[src/rtl/counter_sched_pkg.sv]
// Shared types and constants for the counter scheduler.
// Optional pause feature is enabled with COUNTER_SCHED_PAUSE_EN.
package counter_sched_pkg;

    typedef enum logic [1:0] {
        IDLE = 2'd0,
        RUN  = 2'd1,
        DONE = 2'd2
    } state_t;

    localparam int STEP    = 2;
    localparam int NUM_REQ = 2;

endpackage

[src/rtl/step_counter.sv]
// Even-step counter: loads an even start value, then advances by STEP with natural wrap.
module step_counter
    import counter_sched_pkg::*;
#(
    parameter int W = 11
) (
    input  logic         clk,
    input  logic         reset,
    input  logic         load,
    input  logic         en,
    input  logic [W-1:0] load_val,
    output logic [W-1:0] count
);

    always_ff @(posedge clk) begin
        if (reset) begin
            count <= '0;
        end else if (load) begin
            count <= {load_val[W-1:1], 1'b0};
        end else if (en) begin
            count <= count + W'(STEP);
        end
    end

endmodule

[src/rtl/counter_scheduler.sv]
// Two-requester round-robin scheduler that lends an even-step counter for len steps.
// Defining COUNTER_SCHED_PAUSE_EN adds a pause input that freezes a run in progress.
//
// state | meaning
// IDLE  | no owner; arbitrate pending requests and load base/len of the winner
// RUN   | owner holds the counter; one count value per cycle (len=0 gives one empty cycle)
// DONE  | one-cycle done pulse to the owner; grant still held
module counter_scheduler
    import counter_sched_pkg::*;
#(
    parameter int COUNT_LEN = 10,
    parameter int LEN_W     = 8
) (
    input  logic                 clk,
    input  logic                 reset,
    input  logic [NUM_REQ-1:0]   req,
    input  logic [COUNT_LEN:0]   base0,
    input  logic [COUNT_LEN:0]   base1,
    input  logic [LEN_W-1:0]     len0,
    input  logic [LEN_W-1:0]     len1,
`ifdef COUNTER_SCHED_PAUSE_EN
    input  logic                 pause,
`endif
    output logic [NUM_REQ-1:0]   grant,
    output logic                 busy,
    output logic [COUNT_LEN:0]   count,
    output logic                 count_valid,
    output logic [NUM_REQ-1:0]   done
);

    localparam int W = COUNT_LEN + 1;

    state_t           state;
    logic             owner;
    logic             last;
    logic             winner;
    logic [LEN_W-1:0] steps_left;
    logic [LEN_W-1:0] sel_len;
    logic [W-1:0]     sel_base;
    logic             pause_act;
    logic             cnt_load;
    logic             cnt_en;

`ifdef COUNTER_SCHED_PAUSE_EN
    assign pause_act = pause;
`else
    assign pause_act = 1'b0;
`endif

    // Tie goes to whoever was not served last; a lone request always wins.
    always_comb begin
        winner   = (req == 2'b11) ? ~last : req[1];
        sel_len  = winner ? len1 : len0;
        sel_base = winner ? base1 : base0;
        cnt_load = (state == IDLE) && (req != '0);
        cnt_en   = (state == RUN) && req[owner] && !pause_act && (steps_left > LEN_W'(1));
    end

    step_counter #(.W(W)) u_step_counter (
        .clk      (clk),
        .reset    (reset),
        .load     (cnt_load),
        .en       (cnt_en),
        .load_val (sel_base),
        .count    (count)
    );

    always_ff @(posedge clk) begin
        if (reset) begin
            state       <= IDLE;
            grant       <= '0;
            busy        <= 1'b0;
            count_valid <= 1'b0;
            done        <= '0;
            steps_left  <= '0;
            owner       <= 1'b0;
            last        <= 1'b1;
        end else begin
            case (state)
                IDLE: begin
                    done        <= '0;
                    grant       <= '0;
                    busy        <= 1'b0;
                    count_valid <= 1'b0;
                    if (req != '0) begin
                        owner       <= winner;
                        last        <= winner;
                        grant       <= winner ? 2'b10 : 2'b01;
                        busy        <= 1'b1;
                        steps_left  <= sel_len;
                        count_valid <= (sel_len != '0);
                        state       <= RUN;
                    end
                end
                RUN: begin
                    if (!req[owner]) begin
                        state       <= IDLE;
                        grant       <= '0;
                        busy        <= 1'b0;
                        count_valid <= 1'b0;
                    end else if (pause_act) begin
                        count_valid <= 1'b0;
                    end else if (steps_left <= LEN_W'(1)) begin
                        state       <= DONE;
                        done        <= grant;
                        count_valid <= 1'b0;
                        steps_left  <= '0;
                    end else begin
                        steps_left  <= steps_left - LEN_W'(1);
                        count_valid <= 1'b1;
                    end
                end
                DONE: begin
                    state <= IDLE;
                    done  <= '0;
                    grant <= '0;
                    busy  <= 1'b0;
                end
                default: begin
                    state <= IDLE;
                end
            endcase
        end
    end

endmodule
[config.mk]
export PLATFORM = sky130hd
export DESIGN_NAME = counter_scheduler
export DESIGN_NICKNAME = d
export VERILOG_FILES = /design/src/rtl/counter_sched_pkg.sv /design/src/rtl/step_counter.sv /design/src/rtl/counter_scheduler.sv
export SDC_FILE = /design/constraint.sdc
export NUM_CORES = 1
export LEC_CHECK = 0
export BUFFER_PORTS_ARGS = -buffer_cell sky130_fd_sc_hd__buf_2
export CAP_MARGIN = 10
export CORE_MARGIN = 1
export CORE_UTILIZATION = 57
export CTS_BUF_LIST = sky130_fd_sc_hd__clkbuf_4
export CTS_CLUSTER_SIZE = 12
export DETAILED_ROUTE_END_ITERATION = 10
export GPL_TIMING_DRIVEN = 0
export PLACE_DENSITY = 0.87
export SLEW_MARGIN = 10
export SYNTH_ARGS = -nofsm -noshare
export SYNTH_HDL_FRONTEND = slang
export SYNTH_SLANG_ARGS = --single-unit
export TNS_END_PERCENT = 1
[constraint.sdc]
create_clock -name clk -period 3 [get_ports clk]
set_input_delay 0.45 -clock clk [delete_from_list [all_inputs] [get_ports clk]]
set_output_delay 0.45 -clock clk [all_outputs]
set_load 0.01 [all_outputs]
# Word-level counts from Yosys, hierarchy flattened
# Index checks and enable logic that the tools add are counted.
# Widths: inputs -> output; s select.
# totals
word_cells	70
rom_bits	0
ff_bits	29
latch_bits	0
mem_count	0
ramBits	0
input_bits	42
# op_classes
magnitude_cmp	3
mul	0
n_eq_ne	8
div	0
shifts	0
addsub	2
reduce_logical	17
mux	29
bitwise	1
# op_table
op	count
$mux 11	3
$mux 8	4
$mux 2	8
$pmux 8 s2	1
$add 11x2->11 const B	1
$gt 8x1->1 const B	1
$le 8x1->1 const B	1
$mux 1	8
$pmux 2 s2	2
$reduce_bool 2->1	4
$reduce_bool 8->1	1
$sub 8x1->8 const B	1
$ne 2x1->1 const B	3
$pmux 2 s3	1
$reduce_and 2->1	3
$reduce_and 3->1	2
$eq 2x2->1 const B	2
$reduce_or 2->1	2
$logic_and 1x1->1	3
$ne 3x2->1 const B	1
$pmux 1 s3	1
$reduce_bool 3->1	1
$eq 2x1->1 const B	1
$logic_not 2->1	1
4 further kinds	4

# Depth between registers and ports, before layout
# depth
ltp_word	6
depth_mapped	8

# By module
# Synthesis repeated with hierarchy kept, for this count alone.
# unflattened
hier_cells	237
hier_area_um2	1913.1
# modules_own_cells
mod	instances	cells_per_inst	area_each_um2
counter_scheduler	1	167	1338.8
step_counter	1	70	574.3

# Worst setup path after synthesis
# OpenSTA, ideal clock, no wires.
# synth_timing
path_type	register to register
start	register steps_left[0]
end	register u_step_counter.count[9]
synth_period_minus_slack_ns	1.867
path_stages_with_launch	9
setup_slack_ns	1.133
arrival_ns	1.734
required_time_ns	2.868
setup_ns	0.132
cell_sequence	dfxtp_1 inv_1 ha_1 nor2_1 nor3_4 or2_1 buf_4 a32oi_1 a21oi_1
# synth_via
elab_chain_cells	3
# synth_rtl
element	line_no	text
from (decl)	counter_scheduler.sv:37	logic [LEN_W-1:0] steps_left;
from (signal assigned)	counter_scheduler.sv:90	steps_left <= sel_len;
from (signal assigned)	counter_scheduler.sv:109	steps_left <= steps_left - LEN_W'(1);
$gt 8x1->1	counter_scheduler.sv:56	cnt_en = (state == RUN) && req[owner] && !pause_act && (steps_left > LEN_W'(1));
$logic_and 1x1->1	counter_scheduler.sv:56	
$reduce_bool 2->1 (no source line)	--	
to (signal assigned)	step_counter.sv:19	count <= {load_val[W-1:1], 1'b0};
to (signal assigned)	step_counter.sv:21	count <= count + W'(STEP);
to (decl)	step_counter.sv:12	output logic [W-1:0] count
# No other way between the ends.
# A chain may end at the register's enable or synchronous reset.

# Worst setup path in the final report
# layout_timing
start	register steps_left[0]
end	register u_step_counter.count[10]
# Same word-level chain as after synthesis.

==> impl_metrics.csv <==
group,metric,value,unit
detailed_routing,drc,0,
worst_setup_path,cpLargestDelayFamily,"simple AND/OR/NAND/NOR gates",
logic_synthesis,synthFlopType,"dfxtp_1",
worst_setup_path,cp.arrival,2470,ps
sta,setup_ws,796,ps
placement,place.gp.congestion,0.852,
worst_setup_path,critPathKind,"flop to flop",
clock_network,cts_resized,0,
finish,nets,347,
clock_network,clockRootBuffer,"clkbuf_4",
detailed_routing,dr.pass1.iters,7,
placement,hpwl,3.64,mm
clock_network,cts_buffers,3,
detailed_routing,wl_per_cell,14.2,µm
worst_setup_path,crit_chain,"inv_1, ha_1, nor2_1, nor3_4, nor2_1, o22ai_1, a221oi_1",
sta,relSlewSlack,67.1,%
floorplan,initial_core_util,61.0,%
power_and_ir_drop,ir_worst_vdd,0.000467,V
sta,finalCritPeriodShare,73.5,%
clock_network,clock_sink_count,28,
global_route,grt_pass1_vias,1636,
clock_network,cts.path.max_buffers,2,
finish,layout_commonest_cell,"buf_2",
floorplan,die_w,59.6,µm
finish,syn2layout_area_growth,18.6,%
global_route,grt_max_degree,15,
logic_synthesis,syn-num-nets,287,
finish,final_cell_mix,"58 x buf_2, 30 x nand2_1, 28 x dfxtp_1",
outcome,status,"finished, final reports clean",
sta,hold_viol,0,
sta,finalSetupTns,0,ps
worst_setup_path,worst_setup_path_end_kind,"flop",
detailed_routing,drtIter0Drc,125,
detailed_routing,vias_per_cell,6.10,
logic_synthesis,async_reset_ff_share,0,%
detailed_routing,ant_nets,0,
logic_synthesis,synth_edf_count,0,
run,drv_cap,0,
sta,skew,14.4,ps
worst_setup_path,cp_slowest_cell,"dfxtp_1",
placement,port_buffers,55,
logic_synthesis,synth.distinct_cells,53,
finish,n_fill_cell,277,
floorplan,rows,20,
logic_synthesis,ys_seq_elements,28,
placement,pre_cts_ws,817,ps
power_and_ir_drop,netSwitchingFraction,43.3,%
power_and_ir_drop,p_int,763,µW
logic_synthesis,synth_largest_area_cell,"dfxtp_1",
detailed_routing,wirelength,4.84,mm
clock_network,postCtsHoldBufs,0,
global_route,overflow,0,
clock_network,h-tree-depth,1,
logic_synthesis,synth_area_leaders,"dfxtp_1 30%, nand2_1 5.9%, mux2i_1 5.8%, ha_1 4.6%, o21ai_0 3.4%",
sta,whs,442,ps
power_and_ir_drop,power_frac_comb,48.9,%
logic_synthesis,syn_area,1890,µm²
global_route,antenna_found_initial,0,
clock_network,cts_setup_buffers,0,
worst_setup_path,path_common_cell,"nor2_1",
finish,drive_above_1_share,23.6,%
worst_setup_path,cp-start-kind,"flop",
global_route,grt_pass1_wl,7.70,mm
power_and_ir_drop,p_sw,583,µW
logic_synthesis,yosys_warnings,0,
sta,setup_violations,0,
finish,antenna_cells,0,
logic_synthesis,syn_inst,238,
power_and_ir_drop,cellPowerDensity,599,nW/µm²
logic_synthesis,syn_area_per_cell,7.95,µm²
floorplan,die-height,59.6,µm
worst_setup_path,crit_required,3270,ps
power_and_ir_drop,power_frac_clock,12.1,%
floorplan,fp.coreArea,3100,µm²
worst_setup_path,path_buf_inv,1,
logic_synthesis,synth_top_cell_area_share,29.6,%
power_and_ir_drop,p_leak,0.000989,µW
sta,rsz0062_at_grt,"false",
logic_synthesis,ys_seq_area_share,29.6,%
worst_setup_path,cpPeakStageDelay,500,ps
sta,fmax,454,MHz
floorplan,die-area,3560,µm²
sta,worstMarginPinSlew,490,ps
power_and_ir_drop,seqPwrFrac,39.0,%
worst_hold_path,hp-class,"primary input to flop",
floorplan,io_pins,59,
worst_setup_path,path_max_fanout,7,
clock_network,cts_tree,"yes",
sta,drv_slew,0,
clock_network,worst_skew_pair.late_latency,340,ps
global_route,track_usage,28.7,%
clock_network,cts.clk_slew.worst_paths,160,ps
detailed_routing,num_vias,2075,
sta,finalCriticalPeriod,2200,ps
==> layer usage <==
metal  global-route usage (%)  share of wire [%]  vias to the layer above
met5                        0                  0                        -
met4                     5.65               0.70                        0
met3                     4.59                9.5                        4
met2                     42.1                 41                      115
met1                     44.1                 49                      954
li1                         -                  -                     1002
==> logic make-up (layout without fill, tap and decap cells) <==
group / count (synthesis) / in the layout / share of synthesized area (%)
flip-flops: 28 / 28 / 29.6
XOR/XNOR: 5 / 5 / 2.31
adder cells (fa/ha/maj): 7 / 7 / 4.63
multiplexers: 12 / 12 / 6.41
other: 1 / 1 / 0.198
AND/OR/NAND/NOR: 98 / 98 / 26.6
AO/OA/AOI/OAI: 64 / 64 / 25.1
buffers and inverters: 23 / 81 / 5.16
==> synth_stat cells, types with 3 or more instances <==
cell type and number:
and3_1 9, a211oi_1 7, buf_2 3, nand3_1 11, o22ai_1 3, nor3_1 9, clkbuf_1 7, xnor2_1 5
nand2b_1 3, a32o_1 6, mux2i_1 11, nand2_1 30, dfxtp_1 28, nor4_1 6, a21oi_1 9, inv_1 8
nor2b_1 3, nor2_1 14, ha_1 7, o31ai_1 3, o21ai_0 13, o32ai_1 3
==> power by group through the flow <==
stage	logic [µW]	registers (µW)	clock network (µW)
floorplan	464	534	0
global placement	637	528	0
detailed placement	647	532	0
CTS	651	524	164
global route	731	537	179
finish	658	525	162
==> area by class of cell <==
class	count	area [µm²]	area share (%)
buffer	14	63.8	2.84
clock buffer	3	22.5	1.00
inverter	9	33.8	1.50
multi-input combinational	187	1230	55.0
sequential	28	561	25.0
tap	44	55.1	2.45
timing repair buffer	55	275	12.3
==> state kept, by name (all words and copies together) (netlist names), 2 cells and up <==
| signal | cells |
|---|---|
| u_step_counter.count | 10 |
| steps_left | 8 |
| done | 2 |
| grant | 2 |
| state | 2 |
==> path summary, 6_finish.rpt <==
path,start,end,slack (ps),cells after the start
hold reg to reg,done[1]$_SDFFE_PP0P_,done[1]$_SDFFE_PP0P_,480,2
setup reg to reg,steps_left[0]$_SDFFE_PP0P_,u_step_counter.count[10]$_SDFFE_PP0P_,800,7
setup / recovery,steps_left[0]$_SDFFE_PP0P_,u_step_counter.count[10]$_SDFFE_PP0P_,800,7
hold / removal,base1[6],u_step_counter.count[6]$_SDFFE_PP0P_,440,4
==> metrics by stage <==
step                std cells  util (%)  power, µW  cell area (µm²)
finish                    340      72.4       1350             2250
global route              340      72.4       1450             2250
CTS                       340      72.4       1340             2250
detailed placement        337      71.7       1180             2220
global placement          337      71.7       1170             2220
floorplan                 238         -        997             1890
==> worst reg2reg max path, delay by kind of cell, from the launching register on <==
kind,cells,cell delay (ps)
AND/OR/NAND/NOR,3,870
flip-flops,1,500
AO/OA/AOI/OAI,2,420
adder cells (fa/ha/maj),1,250
buffers and inverters,1,100
No activity file was read; power rests on OpenSTA's default activity.
